## src/rtl/d8_mem_data_arbiter_if.sv

```systemverilog
// d8_mem_data_arbiter_if: core, debug and data-RAM bus bundle for the data memory arbiter.
// The slave modport is the arbiter's view; the master modport is the requesters'/RAM view.
interface d8_mem_data_arbiter_if #(
  parameter int AW = 8
);
  logic          c_req;
  logic          c_we;
  logic [AW-1:0] c_adr;
  logic [7:0]    c_dw;
  logic [7:0]    c_dr;
  logic          c_ack;
  logic          c_err;
  logic          d_req;
  logic          d_we;
  logic [AW-1:0] d_adr;
  logic [7:0]    d_dw;
  logic [7:0]    d_dr;
  logic          d_ack;
  logic          m_en;
  logic          m_we;
  logic [AW-1:0] m_adr;
  logic [7:0]    m_dw;
  logic [7:0]    m_dr;
  logic          busy;
  modport slave (
    input  c_req, c_we, c_adr, c_dw, d_req, d_we, d_adr, d_dw, m_dr,
    output c_dr, c_ack, c_err, d_dr, d_ack, m_en, m_we, m_adr, m_dw, busy
  );
  modport master (
    output c_req, c_we, c_adr, c_dw, d_req, d_we, d_adr, d_dw, m_dr,
    input  c_dr, c_ack, c_err, d_dr, d_ack, m_en, m_we, m_adr, m_dw, busy
  );
endinterface

```

## src/rtl/d8_mem_data_arbiter.sv

```systemverilog
// d8_mem_data_arbiter: round-robin sharing of the single-port data RAM between core and debug ports.
// Define D8_MEM_DATA_WPROT_EN to turn core writes at or above WP_BASE into reads flagged by c_err.
module d8_mem_data_arbiter #(
  parameter int            AW      = 8,
  parameter logic [AW-1:0] WP_BASE = AW'(8'hF0)
) (
  input logic                  sys_clk,
  input logic                  sys_rst,
  d8_mem_data_arbiter_if.slave bus
);
  typedef enum logic [1:0] {IDLE, MEM, RESP, ACK} state_t;
  state_t        state_q, state_d;
  logic          rr_q, rr_d;
  logic          sel_q, sel_d;
  logic          err_q, err_d;
  logic          m_en_q, m_en_d;
  logic          m_we_q, m_we_d;
  logic [AW-1:0] m_adr_q, m_adr_d;
  logic [7:0]    m_dw_q, m_dw_d;
  logic [7:0]    c_dr_q, c_dr_d;
  logic [7:0]    d_dr_q, d_dr_d;
  logic          c_ack_q, c_ack_d;
  logic          d_ack_q, d_ack_d;
  logic          c_err_q, c_err_d;
  logic          win;
  logic          prot;
  // rr_q=1 means debug was granted last, so the core takes the next tie
  assign win = bus.d_req & (~bus.c_req | ~rr_q);
`ifdef D8_MEM_DATA_WPROT_EN
  assign prot = ~win & bus.c_we & (bus.c_adr >= WP_BASE);
`else
  logic unused_wp;
  assign prot      = 1'b0;
  assign unused_wp = ^WP_BASE;
`endif
  always_comb begin
    state_d = state_q;
    rr_d    = rr_q;
    sel_d   = sel_q;
    err_d   = err_q;
    m_en_d  = 1'b0;
    m_we_d  = 1'b0;
    m_adr_d = m_adr_q;
    m_dw_d  = m_dw_q;
    c_dr_d  = c_dr_q;
    d_dr_d  = d_dr_q;
    c_ack_d = 1'b0;
    d_ack_d = 1'b0;
    c_err_d = 1'b0;
    unique case (state_q)
      IDLE: if (bus.c_req | bus.d_req) begin
        state_d = MEM;
        sel_d   = win;
        rr_d    = win;
        err_d   = prot;
        m_en_d  = 1'b1;
        m_we_d  = (win ? bus.d_we : bus.c_we) & ~prot;
        m_adr_d = win ? bus.d_adr : bus.c_adr;
        m_dw_d  = win ? bus.d_dw : bus.c_dw;
      end
      MEM:  state_d = RESP;
      RESP: begin
        state_d = ACK;
        c_dr_d  = sel_q ? c_dr_q : bus.m_dr;
        d_dr_d  = sel_q ? bus.m_dr : d_dr_q;
        c_ack_d = ~sel_q;
        d_ack_d = sel_q;
        c_err_d = err_q & ~sel_q;
      end
      ACK:  state_d = IDLE;
    endcase
  end
  always_ff @(posedge sys_clk) begin
    if (sys_rst) begin
      state_q <= IDLE;
      rr_q    <= 1'b1;
      sel_q   <= 1'b0;
      err_q   <= 1'b0;
      m_en_q  <= 1'b0;
      m_we_q  <= 1'b0;
      m_adr_q <= '0;
      m_dw_q  <= '0;
      c_dr_q  <= '0;
      d_dr_q  <= '0;
      c_ack_q <= 1'b0;
      d_ack_q <= 1'b0;
      c_err_q <= 1'b0;
    end else begin
      state_q <= state_d;
      rr_q    <= rr_d;
      sel_q   <= sel_d;
      err_q   <= err_d;
      m_en_q  <= m_en_d;
      m_we_q  <= m_we_d;
      m_adr_q <= m_adr_d;
      m_dw_q  <= m_dw_d;
      c_dr_q  <= c_dr_d;
      d_dr_q  <= d_dr_d;
      c_ack_q <= c_ack_d;
      d_ack_q <= d_ack_d;
      c_err_q <= c_err_d;
    end
  end
  assign bus.m_en  = m_en_q;
  assign bus.m_we  = m_we_q;
  assign bus.m_adr = m_adr_q;
  assign bus.m_dw  = m_dw_q;
  assign bus.c_dr  = c_dr_q;
  assign bus.d_dr  = d_dr_q;
  assign bus.c_ack = c_ack_q;
  assign bus.d_ack = d_ack_q;
  assign bus.c_err = c_err_q;
  assign bus.busy  = state_q != IDLE;
endmodule

```

## src/flat_wrapper.sv

```systemverilog
// flat-port wrapper written by rule: the top's interface ports become plain ports
module d8_mem_data_arbiter_flat 
#(
  parameter int            AW      = 8,
  parameter logic [AW-1:0] WP_BASE = AW'(8'hF0)
)
  (sys_clk, sys_rst, bus_c_req, bus_c_we, bus_c_adr, bus_c_dw, bus_d_req, bus_d_we, bus_d_adr, bus_d_dw, bus_m_dr, bus_c_dr, bus_c_ack, bus_c_err, bus_d_dr, bus_d_ack, bus_m_en, bus_m_we, bus_m_adr, bus_m_dw, bus_busy);
  d8_mem_data_arbiter_if #(.AW(AW)) bus_i ();
  input logic sys_clk;
  input logic sys_rst;
  input wire logic [$bits(bus_i.c_req)-1:0] bus_c_req;
  input wire logic [$bits(bus_i.c_we)-1:0] bus_c_we;
  input wire logic [$bits(bus_i.c_adr)-1:0] bus_c_adr;
  input wire logic [$bits(bus_i.c_dw)-1:0] bus_c_dw;
  input wire logic [$bits(bus_i.d_req)-1:0] bus_d_req;
  input wire logic [$bits(bus_i.d_we)-1:0] bus_d_we;
  input wire logic [$bits(bus_i.d_adr)-1:0] bus_d_adr;
  input wire logic [$bits(bus_i.d_dw)-1:0] bus_d_dw;
  input wire logic [$bits(bus_i.m_dr)-1:0] bus_m_dr;
  output wire logic [$bits(bus_i.c_dr)-1:0] bus_c_dr;
  output wire logic [$bits(bus_i.c_ack)-1:0] bus_c_ack;
  output wire logic [$bits(bus_i.c_err)-1:0] bus_c_err;
  output wire logic [$bits(bus_i.d_dr)-1:0] bus_d_dr;
  output wire logic [$bits(bus_i.d_ack)-1:0] bus_d_ack;
  output wire logic [$bits(bus_i.m_en)-1:0] bus_m_en;
  output wire logic [$bits(bus_i.m_we)-1:0] bus_m_we;
  output wire logic [$bits(bus_i.m_adr)-1:0] bus_m_adr;
  output wire logic [$bits(bus_i.m_dw)-1:0] bus_m_dw;
  output wire logic [$bits(bus_i.busy)-1:0] bus_busy;
  assign bus_i.c_req = bus_c_req;
  assign bus_i.c_we = bus_c_we;
  assign bus_i.c_adr = bus_c_adr;
  assign bus_i.c_dw = bus_c_dw;
  assign bus_i.d_req = bus_d_req;
  assign bus_i.d_we = bus_d_we;
  assign bus_i.d_adr = bus_d_adr;
  assign bus_i.d_dw = bus_d_dw;
  assign bus_i.m_dr = bus_m_dr;
  assign bus_c_dr = bus_i.c_dr;
  assign bus_c_ack = bus_i.c_ack;
  assign bus_c_err = bus_i.c_err;
  assign bus_d_dr = bus_i.d_dr;
  assign bus_d_ack = bus_i.d_ack;
  assign bus_m_en = bus_i.m_en;
  assign bus_m_we = bus_i.m_we;
  assign bus_m_adr = bus_i.m_adr;
  assign bus_m_dw = bus_i.m_dw;
  assign bus_busy = bus_i.busy;
  d8_mem_data_arbiter #(.AW(AW), .WP_BASE(WP_BASE)) u_core (.sys_clk(sys_clk), .sys_rst(sys_rst), .bus(bus_i));
endmodule
```

## config.mk

```make
export PLATFORM = sky130hd
export DESIGN_NAME = d8_mem_data_arbiter_flat
export DESIGN_NICKNAME = d
export VERILOG_FILES = /design/src/rtl/d8_mem_data_arbiter_if.sv /design/src/rtl/d8_mem_data_arbiter.sv /design/src/flat_wrapper.sv
export SDC_FILE = /design/constraint.sdc
export NUM_CORES = 1
export LEC_CHECK = 0
export ABC_CLOCK_PERIOD_IN_PS = 1800
export CORE_MARGIN = 1
export CORE_UTILIZATION = 30
export CTS_BUF_LIST = sky130_fd_sc_hd__clkbuf_2 sky130_fd_sc_hd__clkbuf_4 sky130_fd_sc_hd__clkbuf_8
export DETAILED_ROUTE_END_ITERATION = 16
export PLACE_DENSITY = 0.68
export SYNTH_ARGS = -nofsm -noshare
export SYNTH_HDL_FRONTEND = slang
export SYNTH_SLANG_ARGS = --single-unit
```

## constraint.sdc

```tcl
create_clock -name sys_clk -period 1.8 [get_ports sys_clk]
set_input_delay 0.27 -clock sys_clk [delete_from_list [all_inputs] [get_ports sys_clk]]
set_output_delay 0.27 -clock sys_clk [all_outputs]
set_load 0.01 [all_outputs]
```

==> flow_summary.ini <==
[outcome]
status = complete, no violations

[place]
dp_hpwl_um = 3084
dpl_worst_slack_ps = -19.68
numPortBuffers = 82
place_congestion = 0.7488

[pwr]
pwr-share-comb = 0.430
pwr-share-seq = 0.347
power.share.switching = 0.3307
p_int_mw = 2.362
pwr-share-clk = 0.223
leakage_nw = 1.003
switching_power_mw = 1.167
ir_drop_v = 0.0005054
power_per_cell_area_nw_per_um2 = 1313

[floorplan]
die_area_sq_um = 5956
rows = 27
die_y_um = 77.18
design.portCount = 84
chipWidth_um = 77.18
core_region_area_sq_um = 5473
initial_core_util = 0.3098

[detailed_routing]
drt_iter0_drc = 76
ant_nets = 0
vias_per_cell = 4.593
drt-total-wl_um = 4281
vias = 1603
wl_per_cell_um = 12.27
route.detailed.drc = 0
dr.pass1.iters = 4

[sta]
finalCritPeriodShare = 0.8294
setup_violations = 0
max_freq_mhz = 669.8
maxSlewViolCount = 0
period_minus_slack_ps = 1493
slew_headroom = 0.4414
hold_viol = 0
rsz0062_at_grt = no
fin_worst_skew_ps = 3.683
setup_ws_ps = 307.0
tns_ps = 0
worstMarginPinSlew_ps = 837.9

[global_routing]
grt_pass1_vias = 1557
grt.met3_usage = 0.04762
antenna_found_initial = 0
grt-ovfl-total = 0
grt_use_met1 = 0.1875
grt_most_used_layer = met2
grt_start_max_net_pins = 41
grt_pass1_wl_um = 7189
track_usage = 0.1510
use_met2 = 0.2469

[setup_path]
cp.arrival_ps = 1630
cp-end-kind = flip-flop
r2r_slack_ps = 310
worstPathRequired_ps = 1930
path_max_fanout = 17
start_kind = input port
reg2reg_to = u_core.bus.m_adr[0]
reg2reg_from = u_core.state_q[0]
worst-setup-path-type = input port to flip-flop
rr_worst_depth = 6

[finish]
drive_above_1_share = 0.1119
fill_cells = 544
num-nets-final = 324
syn2layout_area_growth_pct = 58.52
n_antenna_cell = 0

[logic_synthesis]
syn_area_per_cell_sq_um = 8.563
syn_nets = 246
ys_async_sr_fraction = 0
yosysMostFrequentCell = nand2_1
yosys-top-cells-count = 41 x nand2_1, 40 x dfxtp_1, 34 x a21oi_1, 21 x nor2_1, 10 x a211oi_2
yosysUniqueCellTypes = 29
synth.cell_area_sq_um = 1695
synth_area_leader_cell = dfxtp_1
synth_warnings = 0
postSynthCellCount = 198
ys_top_cells_by_area = dfxtp_1 47%, a21oi_1 10%, nand2_1 9.1%
ys_seq_area_frac = 0.4723
synth-seq-cells = 40
ys.flop_type = dfxtp_1
synth_edf_count = 0
synth_top_area_share = 0.4723

[clock_tree]
cts_buffers = 5
cts.sinks = 40
post_cts_buffers = 0
hold_buffers = 0
cts_buffer_depth = 2
clk_pin_slew_worst_paths_ps = 70
cts_root_buf = clkbuf_8
clk_latency_ps = 280
cts_tree = yes
cts_max_level = 2

[hold_path]
hold_end = u_core.bus.d_dr[5]
min_path_type = flip-flop to flip-flop
min_path_cells = 2
worstHoldStart = u_core.bus.d_dr[5]

[job]
drv_cap = 0
area by class of cell:
cell class | instances | area [sq um] | share of cell area
clock inverter | 1 | 30.03 | 0.01117
multi-input combinational | 138 | 770.7 | 0.2868
sequential | 40 | 800.8 | 0.2980
clock buffer | 7 | 96.34 | 0.03585
inverter | 3 | 11.26 | 0.004190
tap | 72 | 90.09 | 0.03352
timing repair buffer | 88 | 888.4 | 0.3305
stage by stage:
step / area, sq um / power (mW) / util / hold slack (ps) / std cells
final: 2688 / 3.528 / 0.4911 / 454.4 / 349
after detailed placement: 2559 / 2.784 / 0.4675 / 447.0 / 341
after global placement: 2559 / 2.753 / 0.4675 / 443.5 / 341
after CTS: 2685 / 3.581 / 0.4906 / 457.9 / 349
after floorplan: 1695 / 2.096 / - / 406.0 / 198
after global routing: 2688 / 3.782 / 0.4911 / 476.7 / 349
cells by family (layout without fill, tap and decap cells):
kind of cell	after synthesis	in the layout	synth area share
other	1	1	0.002212
AO/OA/AOI/OAI	58	58	0.2495
multiplexers	1	1	0.005904
buffers and inverters	20	99	0.07306
AND/OR/NAND/NOR	76	76	0.1823
adder cells (fa/ha/maj)	2	2	0.01476
flip-flops	40	40	0.4723
how the worst max path moves through the flow:
stage / slack (ps) / startpoint / to / cells past startpoint
6_report: 310 / bus_c_req / u_core.bus.m_we / 4
3_5_place_dp: -20 / bus_c_req / u_core.bus.m_we / 4
5_1_grt: 170 / u_core.state_q[0] / u_core.bus.m_adr[4] / 6
2_1_floorplan: 440 / u_core.state_q[0] / u_core.state_q[1] / 6
4_1_cts: 30 / u_core.state_q[0] / bus_busy / 4
3_3_place_gp: 2 / bus_c_req / u_core.bus.m_we / 4
routing by layer:
| layer | part of all wire | up-vias |
|---|---|---|
| met5 | 0 | - |
| met4 | 0.0063 | 0 |
| met3 | 0.079 | 2 |
| met2 | 0.46 | 63 |
| met1 | 0.45 | 717 |
| li1 | - | 821 |
worst max-delay path, cell delays in order:
cell	delay, ps
clkdlybuf4s50_1	650
a21bo_2	420
mux2i_1	230
nor3_1	60
timing repair:
| action | in CTS | in global routing |
|---|---|---|
| hold endpoints to repair | 0 | 0 |
| endpoints found under the setup margin | 0 | 1 |
| gates resized for setup | 0 | 1 |
sequential cells by signal (all words and copies together) (netlist names), 2 cells and up:
| signal | cells |
|---|---|
| u_core.bus.c_dr | 8 |
| u_core.bus.d_dr | 8 |
| u_core.bus.m_adr | 8 |
| u_core.bus.m_dw | 8 |
| u_core.state_q | 2 |
power by group through the flow:
stage	Combinational, mW	Clock, mW	Sequential [mW]
2_1_floorplan	0.789	0	1.31
3_3_place_gp	1.51	0	1.25
3_5_place_dp	1.54	0	1.24
4_1_cts	1.55	0.808	1.23
5_1_grt	1.68	0.853	1.25
6_report	1.52	0.786	1.22
cell usage in the layout (no fill, tap or decap), types with 2 or more instances in the layout:
master / netlist / layout
a211oi_1: 7 / 7
buf_4: 4 / 4
ha_1: 2 / 2
nand3_1: 8 / 8
a21oi_1: 34 / 34
clkbuf_8: 0 / 7
dfxtp_1: 40 / 40
clkdlybuf4s50_1: 0 / 80
nand2_1: 41 / 41
nor2_1: 21 / 21
inv_1: 2 / 2
buf_12: 0 / 2
a211oi_2: 10 / 10
nor3_1: 2 / 2
Note: power is estimated with default switching activity, not from simulation.
